===== src/rtl/uart_tx_arbiter_if.sv =====
// Requester/line bundle for the shared UART TX arbiter.
// slave = arbiter side, master = requesters and line observer.
interface uart_tx_arbiter_if;
  logic [2:0]  req_valid;
  logic [23:0] req_data;
  logic [2:0]  req_ready;
  logic [2:0]  grant;
  logic        tx;
  logic        busy;
  logic        tx_done;
  logic [1:0]  done_chan;

  modport master (
    output req_valid, req_data,
    input  req_ready, grant, tx, busy, tx_done, done_chan
  );

  modport slave (
    input  req_valid, req_data,
    output req_ready, grant, tx, busy, tx_done, done_chan
  );
endinterface


===== src/rtl/uart_tx_arbiter.sv =====
// Round-robin share of one 8N1 TX line between three
// valid/ready byte requesters, one frame per grant.
module uart_tx_arbiter #(
  parameter int CLKS_PER_BIT = 16,
  parameter int NUM_CH       = 3
) (
  input logic              clk,
  input logic              reset,
  uart_tx_arbiter_if.slave bus
);
  localparam int CW = (CLKS_PER_BIT > 1) ? $clog2(CLKS_PER_BIT) : 1;
  localparam logic [CW-1:0] LAST = CW'(CLKS_PER_BIT - 1);

  typedef enum logic [1:0] {IDLE, START, DATA, STOP} state_t;

  state_t            state;
  logic [CW-1:0]     cnt;
  logic [2:0]        bit_idx;
  logic [7:0]        shift;
  logic [1:0]        last_grant;
  logic [1:0]        sel;
  logic              sel_ok;
  logic              bit_end;
  logic [7:0]        byte_in;
  logic [NUM_CH-1:0] v;

  assign v       = bus.req_valid;
  assign bit_end = (cnt == LAST);
  assign sel_ok  = (state == IDLE) && (|v);

  // search starts just past the previous owner, with wrap
  always_comb begin
    case (last_grant)
      2'd0:    sel = v[1] ? 2'd1 : (v[2] ? 2'd2 : 2'd0);
      2'd1:    sel = v[2] ? 2'd2 : (v[0] ? 2'd0 : 2'd1);
      default: sel = v[0] ? 2'd0 : (v[1] ? 2'd1 : 2'd2);
    endcase
  end

  always_comb begin
    case (sel)
      2'd1:    byte_in = bus.req_data[15:8];
      2'd2:    byte_in = bus.req_data[23:16];
      default: byte_in = bus.req_data[7:0];
    endcase
  end

  assign bus.req_ready = (sel_ok && reset) ? (3'b001 << sel) : 3'b000;

  always_ff @(posedge clk or negedge reset) begin
    if (!reset) begin
      state         <= IDLE;
      cnt           <= '0;
      bit_idx       <= '0;
      shift         <= '0;
      last_grant    <= 2'd2;
      bus.tx        <= 1'b1;
      bus.busy      <= 1'b0;
      bus.grant     <= 3'b000;
      bus.tx_done   <= 1'b0;
      bus.done_chan <= 2'd0;
    end else begin
      bus.tx_done <= 1'b0;
      unique case (state)
        IDLE: begin
          bus.tx  <= 1'b1;
          cnt     <= '0;
          bit_idx <= '0;
          if (sel_ok) begin
            shift      <= byte_in;
            last_grant <= sel;
            bus.grant  <= 3'b001 << sel;
            bus.busy   <= 1'b1;
            bus.tx     <= 1'b0;
            state      <= START;
          end
        end
        START: begin
          cnt <= cnt + 1'b1;
          if (bit_end) begin
            cnt    <= '0;
            bus.tx <= shift[0];
            state  <= DATA;
          end
        end
        DATA: begin
          cnt <= cnt + 1'b1;
          if (bit_end) begin
            cnt     <= '0;
            shift   <= shift >> 1;
            bit_idx <= bit_idx + 1'b1;
            if (bit_idx == 3'd7) begin
              bus.tx <= 1'b1;
              state  <= STOP;
            end else begin
              bus.tx <= shift[1];
            end
          end
        end
        STOP: begin
          cnt <= cnt + 1'b1;
          if (bit_end) begin
            cnt           <= '0;
            bus.tx_done   <= 1'b1;
            bus.done_chan <= last_grant;
            bus.grant     <= 3'b000;
            bus.busy      <= 1'b0;
            state         <= IDLE;
          end
        end
      endcase
    end
  end
endmodule


===== src/flat_wrapper.sv =====
// flat-port wrapper written by rule: the top's interface ports become plain ports
module uart_tx_arbiter_flat 
#(
  parameter int CLKS_PER_BIT = 16,
  parameter int NUM_CH       = 3
)
  (clk, reset, bus_req_valid, bus_req_data, bus_req_ready, bus_grant, bus_tx, bus_busy, bus_tx_done, bus_done_chan);
  uart_tx_arbiter_if bus_i ();
  input logic clk;
  input logic reset;
  input wire logic [$bits(bus_i.req_valid)-1:0] bus_req_valid;
  input wire logic [$bits(bus_i.req_data)-1:0] bus_req_data;
  output wire logic [$bits(bus_i.req_ready)-1:0] bus_req_ready;
  output wire logic [$bits(bus_i.grant)-1:0] bus_grant;
  output wire logic [$bits(bus_i.tx)-1:0] bus_tx;
  output wire logic [$bits(bus_i.busy)-1:0] bus_busy;
  output wire logic [$bits(bus_i.tx_done)-1:0] bus_tx_done;
  output wire logic [$bits(bus_i.done_chan)-1:0] bus_done_chan;
  assign bus_i.req_valid = bus_req_valid;
  assign bus_i.req_data = bus_req_data;
  assign bus_req_ready = bus_i.req_ready;
  assign bus_grant = bus_i.grant;
  assign bus_tx = bus_i.tx;
  assign bus_busy = bus_i.busy;
  assign bus_tx_done = bus_i.tx_done;
  assign bus_done_chan = bus_i.done_chan;
  uart_tx_arbiter #(.CLKS_PER_BIT(CLKS_PER_BIT), .NUM_CH(NUM_CH)) u_core (.clk(clk), .reset(reset), .bus(bus_i));
endmodule

===== config.mk =====
export PLATFORM = sky130hd
export DESIGN_NAME = uart_tx_arbiter_flat
export DESIGN_NICKNAME = d
export VERILOG_FILES = /design/src/rtl/uart_tx_arbiter_if.sv /design/src/rtl/uart_tx_arbiter.sv /design/src/flat_wrapper.sv
export SDC_FILE = /design/constraint.sdc
export NUM_CORES = 1
export LEC_CHECK = 0
export ABC_AREA = 0
export BUFFER_PORTS_ARGS = -buffer_cell sky130_fd_sc_hd__buf_2
export CAP_MARGIN = 20
export CORE_AREA = 5 5 83 85
export CTS_BUF_LIST = sky130_fd_sc_hd__clkbuf_4
export DETAILED_ROUTE_END_ITERATION = 8
export DIE_AREA = 0 0 88 90
export GPL_ROUTABILITY_DRIVEN = 1
export PLACE_DENSITY = 0.47
export SYNTH_ARGS = -nofsm -noshare
export SYNTH_HDL_FRONTEND = slang
export SYNTH_SLANG_ARGS = --single-unit

===== constraint.sdc =====
create_clock -name clk -period 2.85 [get_ports clk]
set_input_delay 0.57 -clock clk [delete_from_list [all_inputs] [get_ports clk]]
set_output_delay 0.57 -clock clk [all_outputs]
set_load 0.03 [all_outputs]

==> reports/qor.yml <==
firstDrtPassIters: 4
portBuffers: 39
grt_antenna_before_repair: 0
ys.flop_type: "dfrtp_1"
io_pins: 40
synth_top_area_share_pct: 39.2
cts_tree: "built"
yosysTopAreaCell: "dfrtp_1"
yosysUniqueCellTypes: 41
clockRootBuffer: "clkbuf_4"
ys_seq_elements: 27
vdd_drop_max_mv: 0.145
worstPathArrival_ns: 2.02
cts_setup_buffers: 0
drt-total-wl_um: 3630
synth_common_cells: "dfrtp_1 (25), nand2_1 (13), a21oi_1 (11), ha_1 (11)"
seq_area_um2: 678
slew_headroom_pct: 66.4
core_mm2: 0.00613
fin_skew_ns: 0.00713
fp.dieW_um: 88
rows: 29
hold_buffers: 0
synth-edff-count: 0
critical_path_class: "flop to output pin"
syn-cell-area_mm2: 0.00160
drive_gt1_share_pct: 33.3
yosysMostFrequentCell: "dfrtp_1"
netlist_instances: 158
yosys-top-cells-area: "dfrtp_1 (39%), ha_1 (8.6%), mux2_2 (5.6%)"
yosysSeqAreaShare_pct: 42.4
rsz0062_at_grt: "false"
place_inst: 271
cts.clk_slew.worst_paths_ns: 0.15
setup_viol: 0
holdWs_ns: 0.127
htree_levels: 1
drt_iter0_drc: 36
nFillCells: 667
end_kind: "output pin"
worstReg2RegStart: "u_core.last_grant[1]"
period_share_pct: 90.9
yosys_warnings: 0
critPathRequiredTime_ns: 2.28
slowest_delay_ns: 0.43
grt_start_max_net_pins: 18
ant_nets: 0
critPathSlowestCell: "dfrtp_1"
syn2layout_area_growth_pct: 20.1
wire_per_inst_um: 13.2
clock_sinks: 27
p_leak_nw: 0.933
clk_latency_ns: 0.33
nNetsFinal: 239
startpoint: "u_core.state[0]"
worst_pin_slew_ns: 0.502
die_area_mm2: 0.00792
drc: 0
gp_congestion: 0.761
grt_pass1_vias: 1281
async_flop_share_pct: 100
cts.path.max_buffers: 2
crit_path_cell_trace: "inv_1 -> ha_1 -> inv_1 -> nor2_4 -> and3_1 -> buf_2"
status: "complete, no violations"
syn_area_per_cell_um2: 10.1
overflow: 0
multi_input_area_um2: 855
worstHoldPathType: "input port to asynchronous set/reset pin"
die_h_um: 90
cts-resized-gates: 0
cp_max_fo: 10
num_vias: 1306
fmax_mhz: 386
syn_nets: 198
start_util_pct: 26.1
slew_violations: 0
period_needed_ns: 2.59
crit_top_cell: "inv_1"
cp-start-kind: "flop"
grt_pass1_wl_um: 6120
hold_viol: 0
powerDensity_mw_per_mm2: 341
numCtsBuffers: 3
n_antenna_cell: 0
fin_cells: 275
drv_cap: 0
vias_per_cell: 4.75
grt.total_usage_pct: 9.59
dp_hpwl_um: 2890
fin_setup_tns_ns: 0
[report_power, final]
group	leakage [nW]	switching, mW	internal [mW]	total, mW
registers	0.345	0.00506	0.390	0.395
logic	0.570	0.0502	0.0403	0.0906
clock network	0.0177	0.115	0.0527	0.168
[state kept, by name (all words and copies together), names as in the netlist, 2 cells and up]
name / cells
u_core.shift: 8
u_core.cnt: 4
u_core.bit_idx: 3
u_core.bus.grant: 3
u_core.bus.done_chan: 2
u_core.last_grant: 2
u_core.state: 2
[cell usage in the layout (no fill, tap or decap), types with 2 or more instances in the layout]
cell	n
mux2i_1	3
and3_1	4
mux2_2	8
nand2_1	13
a22oi_1	10
clkbuf_4	3
nor2_1	10
nor3_1	4
o2bb2ai_1	3
ha_1	11
o22ai_1	6
buf_2	39
dfrtp_1	25
dfstp_2	2
a31oi_1	2
nor2b_1	2
a21oi_1	11
inv_1	10
buf_4	4
o21ai_0	7
[layer usage]
| metal | part of all wire, % | track usage (%) |
|---|---|---|
| met4 | 1.3 | 3.07 |
| met1 | 48 | 13.0 |
| met2 | 45 | 14.6 |
| met5 | 0 | 0 |
| met3 | 6.1 | 2.74 |
[stage by stage]
step	utilization [%]	area [µm²]	power, mW	setup slack, ns
finish	31.3	1920	0.654	0.259
global route	31.3	1920	0.696	0.0605
CTS	31.2	1910	0.670	0.0992
detailed placement	30.8	1890	0.494	0.337
global placement	30.8	1890	0.495	0.358
floorplan	-	1600	0.447	0.520
[cell families after synthesis]
logic type | after synthesis | synth area share [%]
buffers and inverters | 17 | 4.38
and+or+nand+nor | 42 | 14.3
adders and majority gates | 11 | 8.61
AOI/OAI and AO/OA | 47 | 19.8
muxes | 13 | 9.87
xor gates and xnor gates | 1 | 0.548
DFF | 27 | 42.4
[worst max-delay path, delay by kind of cell (launching register included)]
kind                     cells  cell delay, ns
buffers and inverters        3            0.51
flip-flops                   1            0.43
AND/OR/NAND/NOR              2            0.43
adder cells (fa/ha/maj)      1            0.33
[path summary, 6_finish.rpt]
path,endpoint,slack (ns),cells after the start
max,bus_req_ready[1],0.26,6
min,u_core.bus.grant[2],0.13,1
max reg2reg,u_core.shift[0],0.51,7
min reg2reg,u_core.bus.done_chan[1],0.50,2
max in group asynchronous,u_core.bus.tx,2.14,2
min in group clk,u_core.bus.done_chan[1],0.50,2
[layout make-up]
cell class,instances,share of cell area [%]
clock buffers,3,1.17
clock inverters,1,0.261
inverters,10,1.96
multi-input cells,114,44.5
flip-flops and latches,27,35.3
well taps,77,5.02
repair buffers,43,11.7
No activity file was read; power rests on OpenSTA's default activity.
